<file path="src/rtl/pe_feeder.sv">
// Operand feeder for a single accumulate PE. Buffers ifmap/filter pairs, streams them
// through the PE with psum feedback, then presents the dot product on a result channel.
//
// state | meaning
// LOAD  | accepting pairs into the buffer
// RUN   | streaming buffer[0..cnt-1] into the PE, one pair per cycle
// DRAIN | waiting one cycle for the PE's registered psum
// DONE  | holding the result until res_ready

module pe_feeder #(
    parameter int DEPTH = 16
) (
    input  logic                           clk,
    input  logic                           rst,
    input  logic                           flush,
    input  logic                           ld_valid,
    output logic                           ld_ready,
    input  logic [15:0]                    ld_ifmap,
    input  logic [15:0]                    ld_filter,
    input  logic                           ld_last,
    input  logic [15:0]                    ld_bias,
    output logic                           pe_en,
    output logic [15:0]                    pe_ifmap,
    output logic [15:0]                    pe_filter,
    output logic [15:0]                    pe_psum,
    input  logic [15:0]                    pe_out_psum,
    output logic                           res_valid,
    input  logic                           res_ready,
    output logic [15:0]                    res_data,
    output logic [$clog2(DEPTH+1)-1:0]     res_count
);
    localparam int CW = $clog2(DEPTH + 1);
    localparam int IW = $clog2(DEPTH);

    typedef enum logic [1:0] {LOAD, RUN, DRAIN, DONE} state_t;

    state_t          state, state_next;
    logic [CW-1:0]   cnt;
    logic [IW-1:0]   idx;
    logic [15:0]     bias_q;
    logic [15:0]     ifmap_buf  [DEPTH];
    logic [15:0]     filter_buf [DEPTH];
    logic            ld_hs;
    logic            last_hs;
    logic            run_end;

    assign ld_hs   = ld_valid && ld_ready;
    // The pair that fills the buffer ends the job even without ld_last.
    assign last_hs = ld_hs && (ld_last || (cnt == CW'(DEPTH - 1)));
    assign run_end = (CW'(idx) == cnt - CW'(1));

    always_ff @(posedge clk) begin
        if (rst) state <= LOAD;
        else     state <= state_next;
    end

    always_comb begin
        state_next = state;
        ld_ready   = 1'b0;
        pe_en      = 1'b0;
        pe_ifmap   = 16'h0;
        pe_filter  = 16'h0;
        pe_psum    = 16'h0;
        res_valid  = 1'b0;
        case (state)
            LOAD: begin
                ld_ready = 1'b1;
                if (last_hs) state_next = RUN;
            end
            RUN: begin
                pe_en     = 1'b1;
                pe_ifmap  = ifmap_buf[idx];
                pe_filter = filter_buf[idx];
                pe_psum   = (idx == '0) ? bias_q : pe_out_psum;
                if (run_end) state_next = DRAIN;
            end
            DRAIN: state_next = DONE;
            DONE: begin
                res_valid = 1'b1;
                if (res_ready) state_next = LOAD;
            end
            default: state_next = LOAD;
        endcase
        if (flush) state_next = LOAD;
    end

    always_ff @(posedge clk) begin
        if (rst) begin
            cnt       <= '0;
            idx       <= '0;
            bias_q    <= 16'h0;
            res_data  <= 16'h0;
            res_count <= '0;
        end else if (flush) begin
            cnt <= '0;
            idx <= '0;
        end else begin
            case (state)
                LOAD: begin
                    idx <= '0;
                    if (ld_hs)   cnt    <= cnt + CW'(1);
                    if (last_hs) bias_q <= ld_bias;
                end
                RUN:   idx <= idx + IW'(1);
                DRAIN: begin
                    idx       <= '0;
                    res_data  <= pe_out_psum;
                    res_count <= cnt;
                end
                DONE:  if (res_ready) cnt <= '0;
                default: ;
            endcase
        end
    end

    // Buffer is never cleared; only entries below cnt are ever read.
    always_ff @(posedge clk) begin
        if (!rst && !flush && state == LOAD && ld_valid) begin
            ifmap_buf[cnt[IW-1:0]]  <= ld_ifmap;
            filter_buf[cnt[IW-1:0]] <= ld_filter;
        end
    end

endmodule

</file>
<file path="config.mk">
export PLATFORM = sky130hd
export DESIGN_NAME = pe_feeder
export DESIGN_NICKNAME = d
export VERILOG_FILES = /design/src/rtl/pe_feeder.sv
export SDC_FILE = /design/constraint.sdc
export NUM_CORES = 1
export LEC_CHECK = 0
export CAP_MARGIN = 25
export CORE_MARGIN = 4
export CORE_UTILIZATION = 57
export DETAILED_ROUTE_END_ITERATION = 6
export PLACE_DENSITY = 0.77
export SETUP_SLACK_MARGIN = 0.2
export SYNTH_ARGS = -nofsm -noshare
export SYNTH_HDL_FRONTEND = slang
export SYNTH_SLANG_ARGS = --single-unit
export TNS_END_PERCENT = 50
</file>
<file path="constraint.sdc">
create_clock -name clk -period 9.5 [get_ports clk]
set_input_delay 2.375 -clock clk [delete_from_list [all_inputs] [get_ports clk]]
set_output_delay 2.375 -clock clk [all_outputs]
set_load 0.03 [all_outputs]
</file>
==> qor.csv <==
metric;value;unit
outcome;complete, no violations;
nets;1335;
Inst Count DP;1708;
sequential fraction of the synthesis area;74.9;%
number of remaining DRC errors;0;
largest net degree at the start of global routing;74;
die area;41600;sq um
setup TNS;0;ns
post_cts resized;0;
top cells by area, synth;edfxtp_1, mux4_2, dfxtp_1;
drt wl/cell;26.9;um
Static Leakage;7.86;nW
Mapped Nets;1172;
top_reg_cell synth;edfxtp_1;
dpl hpwl;24700;um
synth warn;0;
# diodes;0;
Post-CTS Hold Fix Bufs;0;
Detailed Route Iter0 Violations;1001;
DRT Pass-1 Iters;5;
CTS max path bufs;3;
clk sinks;564;
Pins Over Slew Limit;0;
Total GRT Usage;23.9;%
# IOs;142;
Via Count;11100;
remaining global-route overflow;0;
final hold violations;0;
Post-Syn Instances;1090;
final WL;48700;um
final cell count without fillers;1807;
CTS tree;built;
peak supply drop;0.000169;V
port bufs;141;
#FFs+latches synth;564;
Synth-to-Final Area Change;17.8;%
Die X;204;um
# Post-CTS Setup Buffers;0;
Die Y;204;um
Root Buffer;clkbuf_16;
Worst Tran Pin Value;0.959;ns
Mean Syn Cell Area;20.1;sq um
H-tree levels;2;
first-pass GRT wire length;73400;um
initial antenna violation count;1;
endpoints failing setup;0;
Clock Pin Slew Worst Setup and Hold Paths;0.06;ns
multi-input logic area;5270;sq um
Tmin final;6.64;ns
skew final;0.0124;ns
relative slew slack;36.1;%
EDFF count, synth;512;
# fillers;2317;
critical path type;reg2out;
Worst Path Arrival;4.26;ns
CP Capture Type;output pin;
DRT antenna net count;0;
FF+latch area;16400;sq um
mapped cell area;21900;sq um
CTS buffer count;54;
core area;37800;sq um
clk_lat worst skew;0.58;ns
vias in the first global route;11500;
Distinct cells, synth;36;
Worst setup SP type;flip-flop;
worst-path fanout max;65;
drt via density;6.14;
share of the synthesized area in the top cell type;70.2;%
asr flop ratio synth;0;%
Starting Density;58.0;%
Site Rows;71;
Hold Path Class;reg2reg;
Max Cap Violations;0;
CP Data Required Time;7.13;ns
Yosys top cell by area;edfxtp_1;
RSZ-0062 raised after global routing;false;
period utilisation layout;69.9;%
RePlAce Congestion;0.849;
share of cells above drive strength 1;22.1;%
Pwr Density;195;nW/um^2
Max Freq;151;MHz
==> state kept, by name, indices dropped and copies added, names as in the netlist, named ones only <==
signal	flops
bias_q	16
idx	4
state	2
res_data	16
ifmap_buf	256
filter_buf	256
cnt	5
res_count	5
==> stage by stage <==
| stage | setup slack [ns] | hold slack, ns | util [%] | power (mW) | cell area (sq um) |
|---|---|---|---|---|---|
| finish | 2.86 | 0.453 | 68.4 | 5.02 | 25800 |
| global route | 2.73 | 0.476 | 68.4 | 5.18 | 25800 |
| CTS | 2.81 | 0.455 | 68.4 | 5.05 | 25800 |
| detailed placement | 3.23 | 0.447 | 63.6 | 2.92 | 24000 |
| global placement | 3.29 | 0.443 | 63.5 | 2.91 | 24000 |
| floorplan | 3.68 | 0.437 | - | 2.84 | 21900 |
==> worst max-delay path: stages (launching register included) <==
cell	delay [ns]
dfxtp_4	0.97
buf_4	0.88
mux4_2	0.46
mux4_2	0.50
and2_1	0.20
clkdlybuf4s50_1	0.60
==> cells in the mapped netlist, types with 6 or more instances <==
library cell  number
mux4_2           160
a21oi_1           44
edfxtp_1         512
clkbuf_1          34
ha_1              12
a21boi_0          17
buf_1             11
inv_1              8
o21ai_0            6
nand2_1          116
nor2_1            26
nor3_1             8
and2_1            33
buf_4             10
dfxtp_1           52
==> routing by layer <==
metal / global-route usage [%] / up-vias / share of wire, %
li1: - / 4705 / -
met1: 33.4 / 5798 / 38
met2: 40.0 / 516 / 51
met3: 4.33 / 82 / 7.9
met4: 6.17 / 2 / 2.3
met5: 0 / - / 0.014
==> power by group <==
part | total [mW] | switching [mW] | internal [mW]
sequential | 2.72 | 0.00515 | 2.71
clock | 2.15 | 0.875 | 1.28
combinational | 0.150 | 0.0832 | 0.0667
total | 5.02 | 0.964 | 4.06
==> cells by family after synthesis <==
family	count (synthesis)	share of synthesized area [%]
AOI/OAI and AO/OA	74	2.01
xor gates and xnor gates	7	0.280
adders and majority gates	12	0.685
buffers and inverters	69	1.50
DFF	564	74.9
muxes	160	16.4
and+or+nand+nor	204	4.14
==> worst paths after layout <==
kind | end | slack, ns | startpoint | cells past startpoint
hold / removal | res_count[4]$_SDFFE_PP0P_ | 0.45 | res_count[4]$_SDFFE_PP0P_ | 2
setup reg to reg | filter_buf[7][9]$_DFFE_PP_ | 6.70 | state[0]$_SDFFE_PP0P_ | 7
hold reg to reg | res_count[4]$_SDFFE_PP0P_ | 0.45 | res_count[4]$_SDFFE_PP0P_ | 2
setup / recovery | pe_filter[7] | 2.86 | flip-flop | 5
==> cell type report <==
cell class	count	area share (%)
Multi-Input combinational cell	457	20.4
Tap cell	511	2.48
Clock buffer	66	5.66
Timing Repair Buffer	168	6.38
Clock inverter	33	1.29
Sequential cell	564	63.6
Inverter	8	0.116
==> cell usage in the layout, fill, tap and decap left out, types with 2 or more instances in the layout <==
cell	n
o21ai_0	6
ha_1	11
nand2b_1	5
nor3_2	4
buf_6	2
dfxtp_2	2
nand2_1	116
dfxtp_1	48
buf_12	2
inv_1	8
clkinv_1	13
and3_1	3
clkbuf_16	57
clkbuf_1	9
clkdlybuf4s50_1	141
nor3_1	4
edfxtp_1	512
clkinv_2	10
mux4_2	160
bufinv_16	7
dfxtp_4	2
a21oi_1	44
nor2b_1	3
buf_4	23
nand3_1	5
nor2_4	12
clkinv_4	2
nor2_1	14
xnor2_1	5
and2_1	33
a21boi_0	17
xor2_1	2
Power figures use the tool's default switching activity.
